<file path="src/rtl/fifo_burst_reader.sv">
`default_nettype none
// ============================================================================
//  Module      : fifo_burst_reader
//  Description : Pulls fixed-length bursts from a fall-through FIFO and emits
//                them as sob/eob framed beats on a registered valid/ready
//                stream. Optional partial-burst flush: FLUSH_TIMEOUT_EN.
//  Revision    : 1.0 - initial release
// ============================================================================
module fifo_burst_reader #(
    parameter int DATA_WIDTH = 8,
    parameter int ADDR_WIDTH = 4,
    parameter int BURST_LEN  = 4,
    parameter int TIMEOUT    = 16
) (
    input  logic                  clk,
    input  logic                  arst,
    input  logic [DATA_WIDTH-1:0] fifo_rd_data,
    input  logic                  fifo_empty,
    input  logic [ADDR_WIDTH:0]   fifo_count,
    output logic                  fifo_rd_en,
    output logic [DATA_WIDTH-1:0] m_data,
    output logic                  m_valid,
    input  logic                  m_ready,
    output logic                  m_sob,
    output logic                  m_eob,
    output logic                  busy,
    output logic [15:0]           burst_cnt
);

    localparam int                    c_BEATS_W   = $clog2(BURST_LEN + 1);
    localparam logic [c_BEATS_W-1:0]  c_BL_BEATS  = c_BEATS_W'(BURST_LEN);
    localparam logic [c_BEATS_W-1:0]  c_ONE_BEAT  = c_BEATS_W'(1);
    localparam logic [ADDR_WIDTH:0]   c_BL_COUNT  = (ADDR_WIDTH + 1)'(BURST_LEN);

    localparam logic [0:0] c_IDLE  = 1'b0;
    localparam logic [0:0] c_BURST = 1'b1;

    if (BURST_LEN < 1 || BURST_LEN > (1 << ADDR_WIDTH)) begin : g_bad_burst_len
        $error("fifo_burst_reader: BURST_LEN out of range");
    end
    if (TIMEOUT < 1) begin : g_bad_timeout
        $error("fifo_burst_reader: TIMEOUT must be >= 1");
    end

    logic [0:0]            r_state;
    logic [0:0]            w_state_nxt;
    logic [c_BEATS_W-1:0]  r_beats_left;
    logic [c_BEATS_W-1:0]  w_beats_init;
    logic                  r_first_beat;
    logic [DATA_WIDTH-1:0] r_m_data;
    logic                  r_m_valid;
    logic                  r_m_sob;
    logic                  r_m_eob;
    logic [15:0]           r_burst_cnt;
    logic                  w_out_free;
    logic                  w_full_trig;
    logic                  w_flush_trig;

    assign w_out_free  = !r_m_valid || m_ready;
    assign w_full_trig = (r_state == c_IDLE) && (fifo_count >= c_BL_COUNT);

`ifdef FLUSH_TIMEOUT_EN
    localparam int                  c_TMR_W    = (TIMEOUT > 1) ? $clog2(TIMEOUT) : 1;
    localparam logic [c_TMR_W-1:0]  c_TMR_LAST = c_TMR_W'(TIMEOUT - 1);

    logic [c_TMR_W-1:0] r_timer;

    // A full burst wins over the timeout when both fire in the same cycle.
    assign w_flush_trig = (r_state == c_IDLE) && !w_full_trig &&
                          (fifo_count != '0) && (r_timer == c_TMR_LAST);
    assign w_beats_init = w_full_trig ? c_BL_BEATS : c_BEATS_W'(fifo_count);

    always_ff @(posedge clk or posedge arst) begin
        if (arst) begin
            r_timer <= '0;
        end else if ((r_state != c_IDLE) || (fifo_count == '0) ||
                     w_full_trig || w_flush_trig) begin
            r_timer <= '0;
        end else begin
            r_timer <= r_timer + c_TMR_W'(1);
        end
    end
`else
    assign w_flush_trig = 1'b0;
    assign w_beats_init = c_BL_BEATS;
`endif

    always_ff @(posedge clk or posedge arst) begin
        if (arst) begin
            r_state <= c_IDLE;
        end else begin
            r_state <= w_state_nxt;
        end
    end

    // Leave BURST as soon as the last beat is loaded, not when it is accepted.
    always_comb begin
        w_state_nxt = r_state;
        case (r_state)
            c_IDLE: begin
                if (w_full_trig || w_flush_trig) begin
                    w_state_nxt = c_BURST;
                end
            end
            c_BURST: begin
                if ((r_beats_left == '0) || (fifo_rd_en && (r_beats_left == c_ONE_BEAT))) begin
                    w_state_nxt = c_IDLE;
                end
            end
            default: w_state_nxt = c_IDLE;
        endcase
    end

    // Never pop while empty: the FIFO would corrupt its pointers.
    always_comb begin
        fifo_rd_en = 1'b0;
        if ((r_state == c_BURST) && (r_beats_left != '0) && !fifo_empty && w_out_free) begin
            fifo_rd_en = 1'b1;
        end
    end

    always_ff @(posedge clk or posedge arst) begin
        if (arst) begin
            r_beats_left <= '0;
            r_first_beat <= 1'b0;
            r_m_data     <= '0;
            r_m_valid    <= 1'b0;
            r_m_sob      <= 1'b0;
            r_m_eob      <= 1'b0;
            r_burst_cnt  <= '0;
        end else begin
            if ((r_state == c_IDLE) && (w_state_nxt == c_BURST)) begin
                r_beats_left <= w_beats_init;
                r_first_beat <= 1'b1;
            end
            if (fifo_rd_en) begin
                r_m_data     <= fifo_rd_data;
                r_m_valid    <= 1'b1;
                r_m_sob      <= r_first_beat;
                r_m_eob      <= (r_beats_left == c_ONE_BEAT);
                r_beats_left <= r_beats_left - c_ONE_BEAT;
                r_first_beat <= 1'b0;
            end else if (r_m_valid && m_ready) begin
                r_m_valid <= 1'b0;
                r_m_sob   <= 1'b0;
                r_m_eob   <= 1'b0;
            end
            if (r_m_valid && m_ready && r_m_eob) begin
                r_burst_cnt <= r_burst_cnt + 16'd1;
            end
        end
    end

    assign m_data    = r_m_data;
    assign m_valid   = r_m_valid;
    assign m_sob     = r_m_sob;
    assign m_eob     = r_m_eob;
    assign busy      = (r_state == c_BURST) || r_m_valid;
    assign burst_cnt = r_burst_cnt;

endmodule
`default_nettype wire

</file>
<file path="config.mk">
export PLATFORM = sky130hd
export DESIGN_NAME = fifo_burst_reader
export DESIGN_NICKNAME = d
export VERILOG_FILES = /design/src/rtl/fifo_burst_reader.sv
export SDC_FILE = /design/constraint.sdc
export NUM_CORES = 1
export LEC_CHECK = 0
export CAP_MARGIN = 20
export CORE_MARGIN = 4
export CORE_UTILIZATION = 38
export DETAILED_ROUTE_END_ITERATION = 16
export PLACE_DENSITY = 0.79
export SLEW_MARGIN = 20
export SYNTH_ARGS = -nofsm -noshare
export SYNTH_HDL_FRONTEND = slang
export SYNTH_SLANG_ARGS = --single-unit
export TNS_END_PERCENT = 1
</file>
<file path="constraint.sdc">
create_clock -name clk -period 1.4 [get_ports clk]
set_input_delay 0.28 -clock clk [delete_from_list [all_inputs] [get_ports clk]]
set_output_delay 0.28 -clock clk [all_outputs]
set_load 0.03 [all_outputs]
</file>
==> results of run 1 <==
-- cell usage in the layout (no fill, tap or decap), types with 2 or more instances in the layout --
| cell | synthesis | layout |
|---|---|---|
| nand2_1 | 11 | 11 |
| nand3_1 | 8 | 7 |
| inv_2 | 0 | 2 |
| buf_6 | 1 | 5 |
| clkdlybuf4s50_1 | 0 | 13 |
| ha_4 | 0 | 2 |
| nor2_2 | 0 | 2 |
| inv_1 | 8 | 5 |
| buf_12 | 0 | 2 |
| ha_1 | 4 | 2 |
| mux2i_1 | 2 | 2 |
| clkdlybuf4s15_1 | 0 | 3 |
| nor3_1 | 4 | 2 |
| clkbuf_1 | 0 | 2 |
| xnor2_1 | 7 | 7 |
| dlygate4sd2_1 | 0 | 15 |
| nand4_4 | 0 | 2 |
| dfrtp_1 | 32 | 27 |
| nor2_1 | 8 | 6 |
| and3_1 | 2 | 2 |
| mux2_2 | 9 | 9 |
| o21ai_0 | 5 | 4 |
| xor2_1 | 8 | 8 |
| nor3_2 | 1 | 2 |
| dfrtp_2 | 0 | 5 |
| clkbuf_8 | 0 | 6 |
| buf_4 | 0 | 34 |
| nand4_1 | 4 | 4 |
-- through the flow --
stage | hold slack (ns) | instance area [sq um] | TNS (ns) | power (mW)
floorplan | 0.396 | 1500 | -1.05 | 2.22
global placement | 0.463 | 2170 | -9.07 | 2.91
detailed placement | 0.475 | 2170 | -10.02 | 2.98
CTS | 0.333 | 2320 | -2.01 | 3.75
global route | 0.357 | 2340 | -3.79 | 3.96
finish | 0.335 | 2340 | -1.92 | 3.71
-- registers in the layout (all words and copies together) (netlist names) --
| name | cells |
|---|---|
| m_data | 8 |
| r_state | 1 |
| m_eob | 1 |
| burst_cnt | 16 |
| m_valid | 1 |
| r_first_beat | 1 |
| r_beats_left | 3 |
| m_sob | 1 |
-- final cells by class --
| type | instances | area [sq um] | share of cell area, % |
|---|---|---|---|
| sequential | 32 | 807 | 34.4 |
| clock buffer | 8 | 90.1 | 3.84 |
| multi-input combinational | 84 | 694 | 29.6 |
| inverter | 8 | 33.8 | 1.44 |
| tap | 48 | 60.1 | 2.56 |
| timing repair buffer | 74 | 659 | 28.1 |
-- where the power goes --
group / internal [mW] / switching [mW] / leakage, nW
Clock: 0.400 / 0.324 / 0.0455
Combinational: 0.791 / 0.897 / 0.704
Sequential: 1.16 / 0.138 / 0.400
-- how the worst max path moves through the flow --
stage / endpoint / slack, ns
3_3_place_gp: burst_cnt[15] / -0.41
6_report: fifo_rd_en / -0.22
4_1_cts: fifo_rd_en / -0.24
3_5_place_dp: burst_cnt[14] / -0.47
5_1_grt: fifo_rd_en / -0.29
2_1_floorplan: fifo_rd_en / -0.15
-- per-layer routing --
metal  up-vias  GRT usage [%]  part of all wire, %
met3         9           4.64                  4.5
met1       585           17.2                   40
met4         0           6.60                  2.1
li1        586              -                    -
met5         -              0                    0
met2        30           26.0                   53
-- worst max-delay path, delay by kind of cell (launching register included) --
kind / cells / cell delay, ns
buffers and inverters: 3 / 0.33
AND/OR/NAND/NOR: 2 / 0.36
flip-flops: 1 / 0.36
-- cell families (layout without fill, tap and decap cells) --
family | Yosys count | in the layout | share of synthesized area, %
and+or+nand+nor | 46 | 46 | 17.8
DFF | 32 | 32 | 55.2
xor gates and xnor gates | 15 | 15 | 9.06
muxes | 11 | 11 | 8.37
buffers and inverters | 10 | 90 | 3.19
AOI/OAI and AO/OA | 8 | 8 | 2.93
adders and majority gates | 4 | 4 | 3.45
-- what timing repair did --
action	4_1_cts	5_1_grt
gates resized for setup	36	11
buffers inserted	3	0
endpoints found under the setup margin	41	31
pin swaps	2	0
==> flow_metrics.py, run 1 <==
metrics = {
    "outcome": {
        "status": "finished, violations left",
        "failed_checks": "setup timing",
    },
    "timing": {
        "finalWorstSetupSlack_ns": -0.220,
        "drv_slew": 0,
        "finalClockSkew_ns": 0.00644,
        "worst_slew_pin_slew_ns": 0.351,
        "fmax_ghz": 0.617,
        "fin_crit_sh_pct": 116,
        "fin_crit_ns": 1.62,
        "rsz0062_at_grt": "true",
        "hold_viol": 0,
        "slew_headroom_pct": 76.5,
        "setup_violations": 18,
    },
    "setup_path": {
        "path_common_cell": "buf_6",
        "reg2reg_from": "m_valid",
        "worstPathRequired_ns": 1.12,
        "reg2reg_depth": 6,
        "end_kind": "output port",
        "max_stage_delay_ns": 0.36,
        "cp_max_fo": 2,
        "crit_type": "register to output port",
        "regToRegSetupSlack_ns": -0.12,
        "r2r_end": "burst_cnt[14]",
        "cp-start-kind": "register",
        "slowest_stage": "dfrtp_2",
        "crit_path_start": "m_valid",
        "worstPathCellList": "buf_6, or2b_1, nand4_4, clkinvlp_4, buf_6",
        "crit_arrival_ns": 1.34,
    },
    "synthesis": {
        "avgSynthCellArea_sq_um": 11.5,
        "synth-edff-count": 0,
        "yosysUniqueCellTypes": 27,
        "synth_top_area_share_pct": 55.2,
        "yosysWarnings": 0,
        "synth_ff_type": "dfrtp_1",
        "yosysTopAreaCell": "dfrtp_1",
        "synth_nets": 147,
        "synth_area_leaders": "dfrtp_1 (55%), mux2_2 (7.0%), xor2_1 (4.8%), xnor2_1 (4.2%), ha_1 (3.5%)",
        "syn_area_sq_um": 1450,
        "synth_common_cells": "dfrtp_1 (32), nand2_1 (11), mux2_2 (9)",
        "synth-seq-cells": 32,
        "synthMostInstantiatedCell": "dfrtp_1",
        "ys_seq_area_share_pct": 55.2,
        "async_flop_share_pct": 100,
        "syn_inst": 126,
    },
    "drt": {
        "vias": 1210,
        "wl_per_cell_um": 13.5,
        "drt_iter0_drc": 75,
        "via_per_inst": 4.76,
        "drc": 0,
        "ant_nets": 0,
        "dr.pass1.iters": 4,
        "routed_wl_um": 3430,
    },
    "global_route": {
        "grt_overflow_total": 0,
        "track_usage_pct": 15.1,
        "grt_pass1_vias": 1303,
        "grt_max_degree": 33,
        "grt_pass1_wl_um": 5830,
        "antenna_found_initial": 0,
    },
    "clock_network": {
        "numCtsBuffers": 5,
        "insertion_delay_ns": 0.28,
        "cts_max_level": 2,
        "cts.clk_slew.worst_paths_ns": 0.07,
        "cts_max_path_buffers": 2,
        "cts.sinks": 32,
        "clk_root_buffer_cell": "clkbuf_8",
        "cts_tree": "built",
        "hold_buffers": 0,
    },
    "layout": {
        "fill_cells": 284,
        "fin_util_pct": 64.0,
        "drive_gt1_share_pct": 39.8,
        "num-nets-final": 226,
        "syn_to_final_growth_pct": 61.7,
        "final_cells": 254,
        "diodes": 0,
    },
    "power_and_ir_drop": {
        "p_leak_nw": 1.15,
        "ir_drop_mv": 0.957,
        "pwr_density_cell_nw_per_um2": 1580,
    },
    "hold_path": {
        "hold_class": "input port to asynchronous set/reset pin",
    },
    "job": {
        "max_cap_viol_count": 0,
    },
    "floorplan": {
        "num_rows": 22,
        "core-area_sq_um": 3660,
        "die_h_um": 69.8,
        "pin_count": 46,
        "die_width_um": 69.8,
        "initial_core_util_pct": 39.6,
        "die_area_sq_um": 4870,
    },
    "placement": {
        "finalWeightedCongestion": 0.814,
        "io_buffers": 43,
        "hpwl_um": 2620,
        "pre_cts_slack_ns": -0.468,
        "placed_cells": 243,
    },
}
No activity file was read; power rests on OpenSTA's default activity.
==> run 2: changes to the inputs <==
--- a/config.mk
+++ b/config.mk
@@ -8,8 +8,9 @@
 export CAP_MARGIN = 20
 export CORE_MARGIN = 4
 export CORE_UTILIZATION = 38
+export CTS_CLUSTER_SIZE = 20
 export DETAILED_ROUTE_END_ITERATION = 16
-export PLACE_DENSITY = 0.79
+export PLACE_DENSITY = 0.72
 export SLEW_MARGIN = 20
 export SYNTH_ARGS = -nofsm -noshare
 export SYNTH_HDL_FRONTEND = slang
==> flow_metrics.py, run 2 (synthesized netlist as in run 1, its figures left out) <==
metrics = {
    "outcome": {
        "status": "finished, violations left",
        "failed_checks": "setup timing",
    },
    "layout": {
        "final_common_cell": "buf_4",
        "diodes": 0,
        "design_area_sq_um": 2320,
        "syn_to_final_growth_pct": 60.0,
        "largest_reg_flops": 16,
        "num-nets-final": 225,
        "final_cell_mix": "buf_4 (33), dfrtp_1 (27), dlygate4sd2_1 (16)",
        "drive_gt1_share_pct": 37.6,
        "final_cells": 253,
    },
    "power_and_ir_drop": {
        "p_sw_mw": 1.38,
        "switching_share_pct": 37.2,
        "intPower_mw": 2.32,
        "combPwrFrac_pct": 46.7,
        "pwr-share-clk_pct": 18.0,
        "pwr_density_cell_nw_per_um2": 1590,
        "ir_drop_mv": 0.910,
        "p_seq_share_pct": 35.3,
        "p_leak_nw": 1.12,
    },
    "placement": {
        "finalWeightedCongestion": 0.767,
        "hpwl_um": 2550,
        "placed_cells": 240,
        "placed_area_sq_um": 2150,
        "io_buffers": 43,
    },
    "floorplan": {
        "die_h_um": 69.8,
        "die_area_sq_um": 4870,
        "die_width_um": 69.8,
        "core-area_sq_um": 3660,
        "num_rows": 22,
        "initial_core_util_pct": 39.6,
        "pin_count": 46,
    },
    "clock_network": {
        "cts_max_path_buffers": 2,
        "numCtsBuffers": 5,
        "cts.clk_slew.worst_paths_ns": 0.07,
        "hold_buffers": 0,
        "cts_max_level": 2,
        "clk_root_buffer_cell": "clkbuf_8",
        "insertion_delay_ns": 0.28,
        "cts_tree": "built",
        "cts.sinks": 32,
    },
    "drt": {
        "drt_iter0_drc": 45,
        "drc": 0,
        "dr.pass1.iters": 2,
        "vias": 1209,
        "wl_per_cell_um": 13.5,
        "via_per_inst": 4.78,
        "routed_wl_um": 3410,
        "ant_nets": 0,
    },
    "global_route": {
        "grt_overflow_total": 0,
        "grt_pass1_vias": 1357,
        "antenna_found_initial": 0,
        "track_usage_pct": 15.3,
        "grt_max_degree": 33,
        "grt_pass1_wl_um": 5990,
    },
    "timing": {
        "setup_violations": 22,
        "worst_slew_pin_slew_ns": 0.400,
        "hold_viol": 0,
        "rsz0062_at_grt": "true",
        "drv_slew": 0,
        "fin_crit_sh_pct": 117,
        "fin_crit_ns": 1.64,
        "slew_headroom_pct": 73.2,
        "finalClockSkew_ns": 0.00802,
        "fmax_ghz": 0.612,
        "finalWorstSetupSlack_ns": -0.235,
    },
    "setup_path": {
        "crit_arrival_ns": 1.36,
        "worstPathRequired_ns": 1.12,
        "cp_max_fo": 2,
        "crit_type": "register to output port",
        "end_kind": "output port",
        "cp-start-kind": "register",
    },
    "hold_path": {
        "hold_class": "input port to asynchronous set/reset pin",
    },
    "job": {
        "max_cap_viol_count": 0,
    },
}
run 2: cell count changes in the layout (fill, tap and decap cells not counted), sizes merged:
cell	previous run	this run
clkinv	0	1
clkdlybuf4s15	4	5
buf	41	39
clkbuf	9	7
dlygate4sd2	15	16
run 2: final cells by class:
class / count / area [sq um]
sequential: 32 / 807
clock inverter: 1 / 5.00
inverter: 8 / 33.8
fill: 295 / 1340
multi-input combinational: 84 / 683
tap: 48 / 60.1
clock buffer: 7 / 76.3
timing repair buffer: 73 / 654
run 2: power by group through the flow:
stage	clock network [mW]	registers [mW]	logic, mW
after floorplan	0	1.67	0.551
after global placement	0	1.31	1.59
after detailed placement	0	1.33	1.63
after CTS	0.692	1.30	1.67
after global routing	0.733	1.34	1.85
final	0.665	1.31	1.73
run 2: critical path, stage by stage (launching register included):
cell,delay [ns]
dfrtp_2,0.37
buf_6,0.09
or2b_1,0.27
nand4_4,0.10
clkinvlp_4,0.10
buf_6,0.14
run 2: path summary, 6_finish.rpt:
kind | startpoint | to | slack, ns | cells past startpoint
worst max-delay path | m_valid | fifo_rd_en | -0.24 | 5
worst min-delay path | arst | m_data[3] | 0.33 | 3
worst max register to register | m_valid | m_data[2] | -0.14 | 6
worst min register to register | burst_cnt[15] | burst_cnt[15] | 0.47 | 1
max in group asynchronous | arst | burst_cnt[2] | 0.87 | 3
min in group clk | burst_cnt[15] | burst_cnt[15] | 0.47 | 1
run 2: per-layer routing:
metal	vias to the layer above	part of all wire [%]	global-route usage [%]
met2	24	53	27.8
met1	590	41	16.4
met3	8	4.4	4.06
li1	587	-	-
met4	0	1.8	7.02
met5	-	0	0
run 2: what timing repair did:
item | CTS | global route
buffers inserted | 4 | 1
hold endpoints to repair | 0 | 0
pin swaps | 4 | 2
gates resized for setup | 35 | 11
setup endpoints to repair | 42 | 30
run 2: stage by stage:
stage / TNS [ns] / hold slack (ns) / total power [mW] / setup slack, ns / util (%)
2_1_floorplan: -1.05 / 0.396 / 2.22 / -0.153 / -
5_1_grt: -3.81 / 0.382 / 3.92 / -0.294 / 63.4
3_5_place_dp: -10.01 / 0.474 / 2.95 / -0.455 / 58.9
3_3_place_gp: -9.04 / 0.462 / 2.90 / -0.423 / 58.9
4_1_cts: -2.35 / 0.340 / 3.66 / -0.259 / 62.5
6_report: -2.06 / 0.334 / 3.70 / -0.235 / 63.4
==> run 3: changes to the inputs <==
--- a/config.mk
+++ b/config.mk
@@ -10,6 +10,7 @@
 export CORE_UTILIZATION = 38
 export CTS_CLUSTER_SIZE = 20
 export DETAILED_ROUTE_END_ITERATION = 16
+export GPL_ROUTABILITY_DRIVEN = 0
 export PLACE_DENSITY = 0.72
 export SLEW_MARGIN = 20
 export SYNTH_ARGS = -nofsm -noshare
==> results of run 3 <==
Final layout, timing and power as in run 2 (identical DEF).
